**src/rtl/cv32e40x_pkg.sv**
```systemverilog
// Shared types for the Zbc carry-less multiply sequencer.
// Optional early termination is enabled with CV32E40X_CLMUL_EARLY_TERM_EN (see cv32e40x_clmul_seq).
package cv32e40x_pkg;

    // Operator select from the decoder; 2'b11 is unused and handled as CLMUL
    typedef enum logic [1:0] {
        CLMUL  = 2'b00,
        CLMULH = 2'b01,
        CLMULR = 2'b10
    } clmul_op_e;

    // Sequencer states
    typedef enum logic [1:0] {
        IDLE = 2'b00,
        BUSY = 2'b01,
        DONE = 2'b10
    } clmul_state_e;

    localparam int unsigned CLMUL_XLEN = 32;

    // Only power-of-two slices that divide 32 evenly and keep the XOR array small
    function automatic bit clmul_bpc_legal(int unsigned bpc);
        return (bpc == 1) || (bpc == 2) || (bpc == 4) || (bpc == 8);
    endfunction

endpackage

```
**src/rtl/cv32e40x_clmul_step.sv**
```systemverilog
// One carry-less multiply step: XORs BITS_PER_CYCLE shifted copies of opa
// into the 64-bit accumulator, selected by the current low bits of opb.
module cv32e40x_clmul_step #(
    parameter int unsigned BITS_PER_CYCLE = 4
) (
    input  logic [31:0]               opa,
    input  logic [BITS_PER_CYCLE-1:0] opb_bits,
    input  logic [5:0]                shift_base,
    input  logic [63:0]               acc,
    output logic [63:0]               acc_nxt
);

    logic [BITS_PER_CYCLE-1:0][63:0] pp;

    // One partial product per consumed bit of opb
    for (genvar k = 0; k < BITS_PER_CYCLE; k++) begin : g_pp
        assign pp[k] = opb_bits[k] ? ({32'b0, opa} << (shift_base + 6'(k))) : 64'b0;
    end

    // Fold all partial products into the running accumulator
    always_comb begin
        acc_nxt = acc;
        for (int k = 0; k < BITS_PER_CYCLE; k++) begin
            acc_nxt = acc_nxt ^ pp[k];
        end
    end

endmodule

```
**src/rtl/cv32e40x_clmul_seq.sv**
```systemverilog
// Iterative carry-less multiplier (clmul/clmulh/clmulr) beside the EX ALU.
// Consumes BITS_PER_CYCLE bits of rs2 per BUSY cycle into a 64-bit accumulator.
// Define CV32E40X_CLMUL_EARLY_TERM_EN to finish as soon as the remaining rs2
// bits are all zero; otherwise latency is fixed.
module cv32e40x_clmul_seq
    import cv32e40x_pkg::*;
#(
    parameter int unsigned BITS_PER_CYCLE = 4
) (
    input  logic        clk,
    input  logic        rst,
    input  logic        valid_i,
    output logic        ready_o,
    input  logic [1:0]  op_i,
    input  logic [31:0] op_a_i,
    input  logic [31:0] op_b_i,
    input  logic        kill_i,
    output logic        valid_o,
    input  logic        ready_i,
    output logic [31:0] result_o,
    output logic        busy_o
);

    localparam int unsigned NSTEPS   = CLMUL_XLEN / BITS_PER_CYCLE;
    localparam int unsigned CNT_W    = $clog2(NSTEPS);
    localparam int unsigned LOG2_BPC = $clog2(BITS_PER_CYCLE);

    if (!clmul_bpc_legal(BITS_PER_CYCLE)) begin : g_bad_bpc
        $fatal(1, "cv32e40x_clmul_seq: BITS_PER_CYCLE must be 1, 2, 4 or 8");
    end

    clmul_state_e     state_q, state_d;
    clmul_op_e        op_q;
    logic [CNT_W-1:0] cnt_q;
    logic [31:0]      opa_q, opb_q, opb_rem;
    logic [63:0]      acc_q, acc_nxt;
    logic [5:0]       shift_base;
    logic [31:0]      res_sel;
    logic             accept, last_step;

    assign accept     = valid_i && ready_o && !kill_i;
    assign last_step  = (cnt_q == CNT_W'(NSTEPS - 1));
    assign shift_base = 6'(cnt_q) << LOG2_BPC;
    assign opb_rem    = opb_q >> BITS_PER_CYCLE;

    cv32e40x_clmul_step #(
        .BITS_PER_CYCLE (BITS_PER_CYCLE)
    ) u_step (
        .opa        (opa_q),
        .opb_bits   (opb_q[BITS_PER_CYCLE-1:0]),
        .shift_base (shift_base),
        .acc        (acc_q),
        .acc_nxt    (acc_nxt)
    );

    // State register
    always_ff @(posedge clk or posedge rst) begin
        if (rst) state_q <= IDLE;
        else     state_q <= state_d;
    end

    // Next-state logic; kill overrides everything
    always_comb begin
        state_d = state_q;
        if (kill_i) begin
            state_d = IDLE;
        end else begin
            case (state_q)
                IDLE: begin
                    if (accept) begin
`ifdef CV32E40X_CLMUL_EARLY_TERM_EN
                        state_d = (op_b_i == 32'b0) ? DONE : BUSY;
`else
                        state_d = BUSY;
`endif
                    end
                end
                BUSY: begin
`ifdef CV32E40X_CLMUL_EARLY_TERM_EN
                    if (last_step || (opb_rem == 32'b0)) state_d = DONE;
`else
                    if (last_step) state_d = DONE;
`endif
                end
                DONE: begin
                    if (ready_i) state_d = IDLE;
                end
                default: state_d = IDLE;
            endcase
        end
    end

    // Handshake outputs decoded from the current state; result gated by valid
    always_comb begin
        ready_o  = (state_q == IDLE);
        busy_o   = (state_q != IDLE);
        valid_o  = (state_q == DONE);
        result_o = valid_o ? res_sel : 32'b0;
    end

    // Word select from the 64-bit product
    always_comb begin
        case (op_q)
            CLMULH:  res_sel = acc_q[63:32];
            CLMULR:  res_sel = acc_q[62:31];
            default: res_sel = acc_q[31:0];
        endcase
    end

    // Operand capture and iteration datapath
    always_ff @(posedge clk or posedge rst) begin
        if (rst) begin
            op_q  <= CLMUL;
            opa_q <= 32'b0;
            opb_q <= 32'b0;
            acc_q <= 64'b0;
            cnt_q <= '0;
        end else if (kill_i) begin
            acc_q <= 64'b0;
        end else begin
            case (state_q)
                IDLE: begin
                    if (accept) begin
                        op_q  <= clmul_op_e'(op_i);
                        opa_q <= op_a_i;
                        opb_q <= op_b_i;
                        acc_q <= 64'b0;
                        cnt_q <= '0;
                    end
                end
                BUSY: begin
                    acc_q <= acc_nxt;
                    opb_q <= opb_rem;
                    cnt_q <= cnt_q + CNT_W'(1);
                end
                default: ;
            endcase
        end
    end

    // Reserved operator encoding should never be issued
    a_op_legal: assert property (@(posedge clk) disable iff (rst)
        accept |-> (op_i != 2'b11))
        else $error("cv32e40x_clmul_seq: reserved op encoding 2'b11 issued");

    // A presented result holds until consumed or flushed
    a_result_hold: assert property (@(posedge clk) disable iff (rst)
        (valid_o && !ready_i && !kill_i) |=> (valid_o && $stable(result_o)))
        else $error("cv32e40x_clmul_seq: result dropped or changed while stalled");

endmodule

```
**config.mk**
```make
export PLATFORM = sky130hd
export DESIGN_NAME = cv32e40x_clmul_seq
export DESIGN_NICKNAME = d
export VERILOG_FILES = /design/src/rtl/cv32e40x_pkg.sv /design/src/rtl/cv32e40x_clmul_step.sv /design/src/rtl/cv32e40x_clmul_seq.sv
export SDC_FILE = /design/constraint.sdc
export NUM_CORES = 1
export LEC_CHECK = 0
export CORE_ASPECT_RATIO = 0.9
export CORE_MARGIN = 8
export CORE_UTILIZATION = 30
export DETAILED_ROUTE_END_ITERATION = 6
export PLACE_DENSITY = 0.5
export SKIP_CTS_REPAIR_TIMING = 1
export SYNTH_ARGS = -nofsm -noshare
export SYNTH_HDL_FRONTEND = slang
export SYNTH_SLANG_ARGS = --single-unit
```
**constraint.sdc**
```tcl
create_clock -name clk -period 4.9 [get_ports clk]
set_clock_uncertainty 0.1 [all_clocks]
set_input_delay 0.98 -clock clk [delete_from_list [all_inputs] [get_ports clk]]
set_output_delay 0.98 -clock clk [all_outputs]
set_load 0.01 [all_outputs]
```
==> flow_summary.ini <==
[status]
outcome = finished, final reports clean

[placement]
hpwl_mm = 28.65
post-place-ws_ns = 1.289
port_buffers = 105
place.gp.congestion = 0.9486

[final_layout]
nets = 1446
drive_above_1_share = 0.1026
synthToLayoutAreaGrowth_pct = 18.10
antenna_cells = 0
nFillCells = 3790

[clock_tree]
cts_root_buffer = clkbuf_16
clkSinkCount = 134
numCtsBuffers = 17
clk_pin_slew_ns = 0.06
worstSkewPairLatency_ns = 0.44
cts_buffer_depth = 2
cts_tree = built
cts.htree.levels = 4

[yosys]
synth.distinct_cells = 54
synth_nets = 1407
synth-edff-count = 0
synth-main-ff-cell = dfrtp_1
synthArstFlopShare = 1.000
ys_seq_area_frac = 0.3046
yosysWarnings = 0
avgSynthCellArea_um2 = 8.265
synth_area_um2 = 11010
syn-instance-count = 1332
ys_ff_latch = 134

[sta]
rsz0062_at_grt = no
finalCriticalPeriod_ns = 3.991
hold_viol = 0
worst_slack_ns = 0.9094
finalCritPeriodShare = 0.8144
fin_setup_tns_ns = 0
setup_viol = 0
worst_slew_pin_slew_ns = 1.262
max_freq_mhz = 250.6
drv_slew = 0
holdWs_ns = 0.3644
slew_headroom = 0.1557

[flow_run]
max_cap_violations = 0

[worst_setup_path]
crit_family = adder cells
cp_max_fo = 64
startpoint = op_q[0]$_DFFE_PP0P_
slowest_delay_ns = 1.02
worstPathArrival_ns = 2.91
slowest_stage = ha_2
crit_path_end_kind = output pin
cp.required_ns = 3.82
crit_buf_inv = 2
startpoint_type = flip-flop
path_class = reg2out
timing.rr.start = cnt_q[0]$_DFFE_PP0P_
path_cells = inv_1, ha_2, a221oi_1, a211oi_1, clkdlybuf4s50_1

[route]
drtIter0Drc = 884
ant_nets = 0
num_vias = 9727
viasPerCell = 5.230
route.detailed.drc = 0
wl_mm = 39.36
routedWlPerCell_um = 21.16
dr.pass1.iters = 6

[global_route]
grt_usage = 0.1808
grt_pass1_vias = 9329
grt_pass1_wl_mm = 59.80
grt_overflow = 0
grt_max_degree = 88
antenna_found_initial = 0

[floorplanning]
die_area_um2 = 43090
coreArea_um2 = 36170
die_h_um = 197.7
start_util = 0.3044
rows = 66
ioPinCount = 106
die_w_um = 217.9

[hold_path]
hp-start = acc_q[11]$_DFFE_PP0P_
holdCritPathClass = reg2reg

[power]
p_per_area_nw_per_um2 = 636.6
leakagePower_nw = 5.084
ir_drop_v = 0.0003216
per-stage QoR:
step | utilization | area (um^2) | instances | power (mW)
final | 0.3595 | 13000 | 1860 | 8.277
after global routing | 0.3595 | 13000 | 1860 | 8.776
after CTS | 0.3595 | 13000 | 1860 | 8.229
after detailed placement | 0.3427 | 12400 | 1828 | 6.845
after global placement | 0.3427 | 12400 | 1828 | 6.803
after floorplan | - | 11010 | 1332 | 5.440
area by class of cell:
class,instances,area [um^2],area share
multi-input cells,1075,7163,0.5509
flip-flops and latches,134,3357,0.2582
repair buffers,127,1216,0.09353
well taps,476,595.6,0.04580
clock buffers,18,439.2,0.03378
clock inverters,14,166.4,0.01280
inverters,16,65.06,0.005004
power by group:
group          total (mW)  switching (mW)  internal, mW
Sequential           1.90           0.506          1.40
Clock                1.36           0.583         0.778
Combinational        5.01            2.90          2.11
cells by family after synthesis:
group,synth area share
buffers and inverters,0.04853
adder cells (fa/ha/maj),0.004546
AND/OR/NAND/NOR,0.1822
XOR/XNOR,0.1680
multiplexers,0.1414
AO/OA/AOI/OAI,0.1508
flip-flops,0.3046
worst register-to-register path: cells and delay by family, from the launching register on:
| kind | cells | cell delay, ns |
|---|---|---|
| AO/OA/AOI/OAI | 2 | 0.34 |
| AND/OR/NAND/NOR | 3 | 1.34 |
| flip-flops | 1 | 0.74 |
| XOR/XNOR | 1 | 0.54 |
| buffers and inverters | 1 | 0.44 |
registers in the layout (all words and copies together), names as in the netlist:
| signal | flops |
|---|---|
| opb_q | 32 |
| opa_q | 32 |
| state_q | 2 |
| acc_q | 63 |
| op_q | 2 |
| cnt_q | 3 |
synthesized netlist by cell type (all sizes together) (11+ instances only):
cell	n	area [um^2]
a22oi	34	255.2
nand3	28	140.1
nor2	147	551.8
nor2b	16	100.1
clkbuf	69	259.0
xnor2	120	1051
mux2	54	608.1
dfrtp	134	3353
xor2	68	595.6
mux4	19	427.9
buf	38	215.2
a21oi	78	390.4
nor3	11	55.05
o21ai	68	340.3
nand2	253	949.7
a22o	23	201.4
inv	14	52.55
mux2i	52	520.5
routing by layer:
layer,vias up,wire (um),share of wire,global-route usage
li1,4632,-,-,-
met1,4699,19110,0.49,0.2654
met2,350,16560,0.42,0.2601
met3,46,2820,0.072,0.03783
met4,0,873,0.022,0.05793
met5,-,0,0,0
cells in the final DEF (no fill, tap or decap), types with 4 or more instances in the layout:
cell type / synthesis / layout
a211oi_1: 9 / 9
a21oi_1: 78 / 78
a221oi_1: 4 / 4
a22o_1: 23 / 23
a22oi_1: 34 / 34
a31oi_1: 6 / 6
and2_1: 8 / 8
buf_4: 0 / 22
clkbuf_16: 0 / 17
clkdlybuf4s50_1: 0 / 105
dfrtp_1: 134 / 131
inv_1: 14 / 13
inv_6: 0 / 5
mux2_2: 54 / 54
mux2i_1: 52 / 52
mux4_2: 19 / 19
nand2_1: 253 / 253
nand2b_1: 6 / 5
nand3_1: 28 / 28
nor2_1: 147 / 145
nor2b_1: 16 / 14
nor3_1: 11 / 11
o21ai_0: 68 / 67
o221ai_1: 4 / 4
o22ai_1: 6 / 6
or3_1: 7 / 7
xnor2_1: 120 / 120
xnor3_1: 9 / 9
xor2_1: 68 / 68
worst paths after layout:
path / slack (ns) / endpoint / depth (start not counted)
min: 0.36 / acc_q[11]$_DFFE_PP0P_ / 1
max reg2reg: 1.29 / acc_q[5]$_DFFE_PP0P_ / 7
min in group asynchronous: 0.96 / opb_q[5]$_DFFE_PP0P_ / 2
min reg2reg: 0.36 / acc_q[11]$_DFFE_PP0P_ / 1
max: 0.91 / result_o[6] / 5
max in group asynchronous: 2.81 / acc_q[46]$_DFFE_PP0P_ / 3
(Power assumes the default switching activity.)
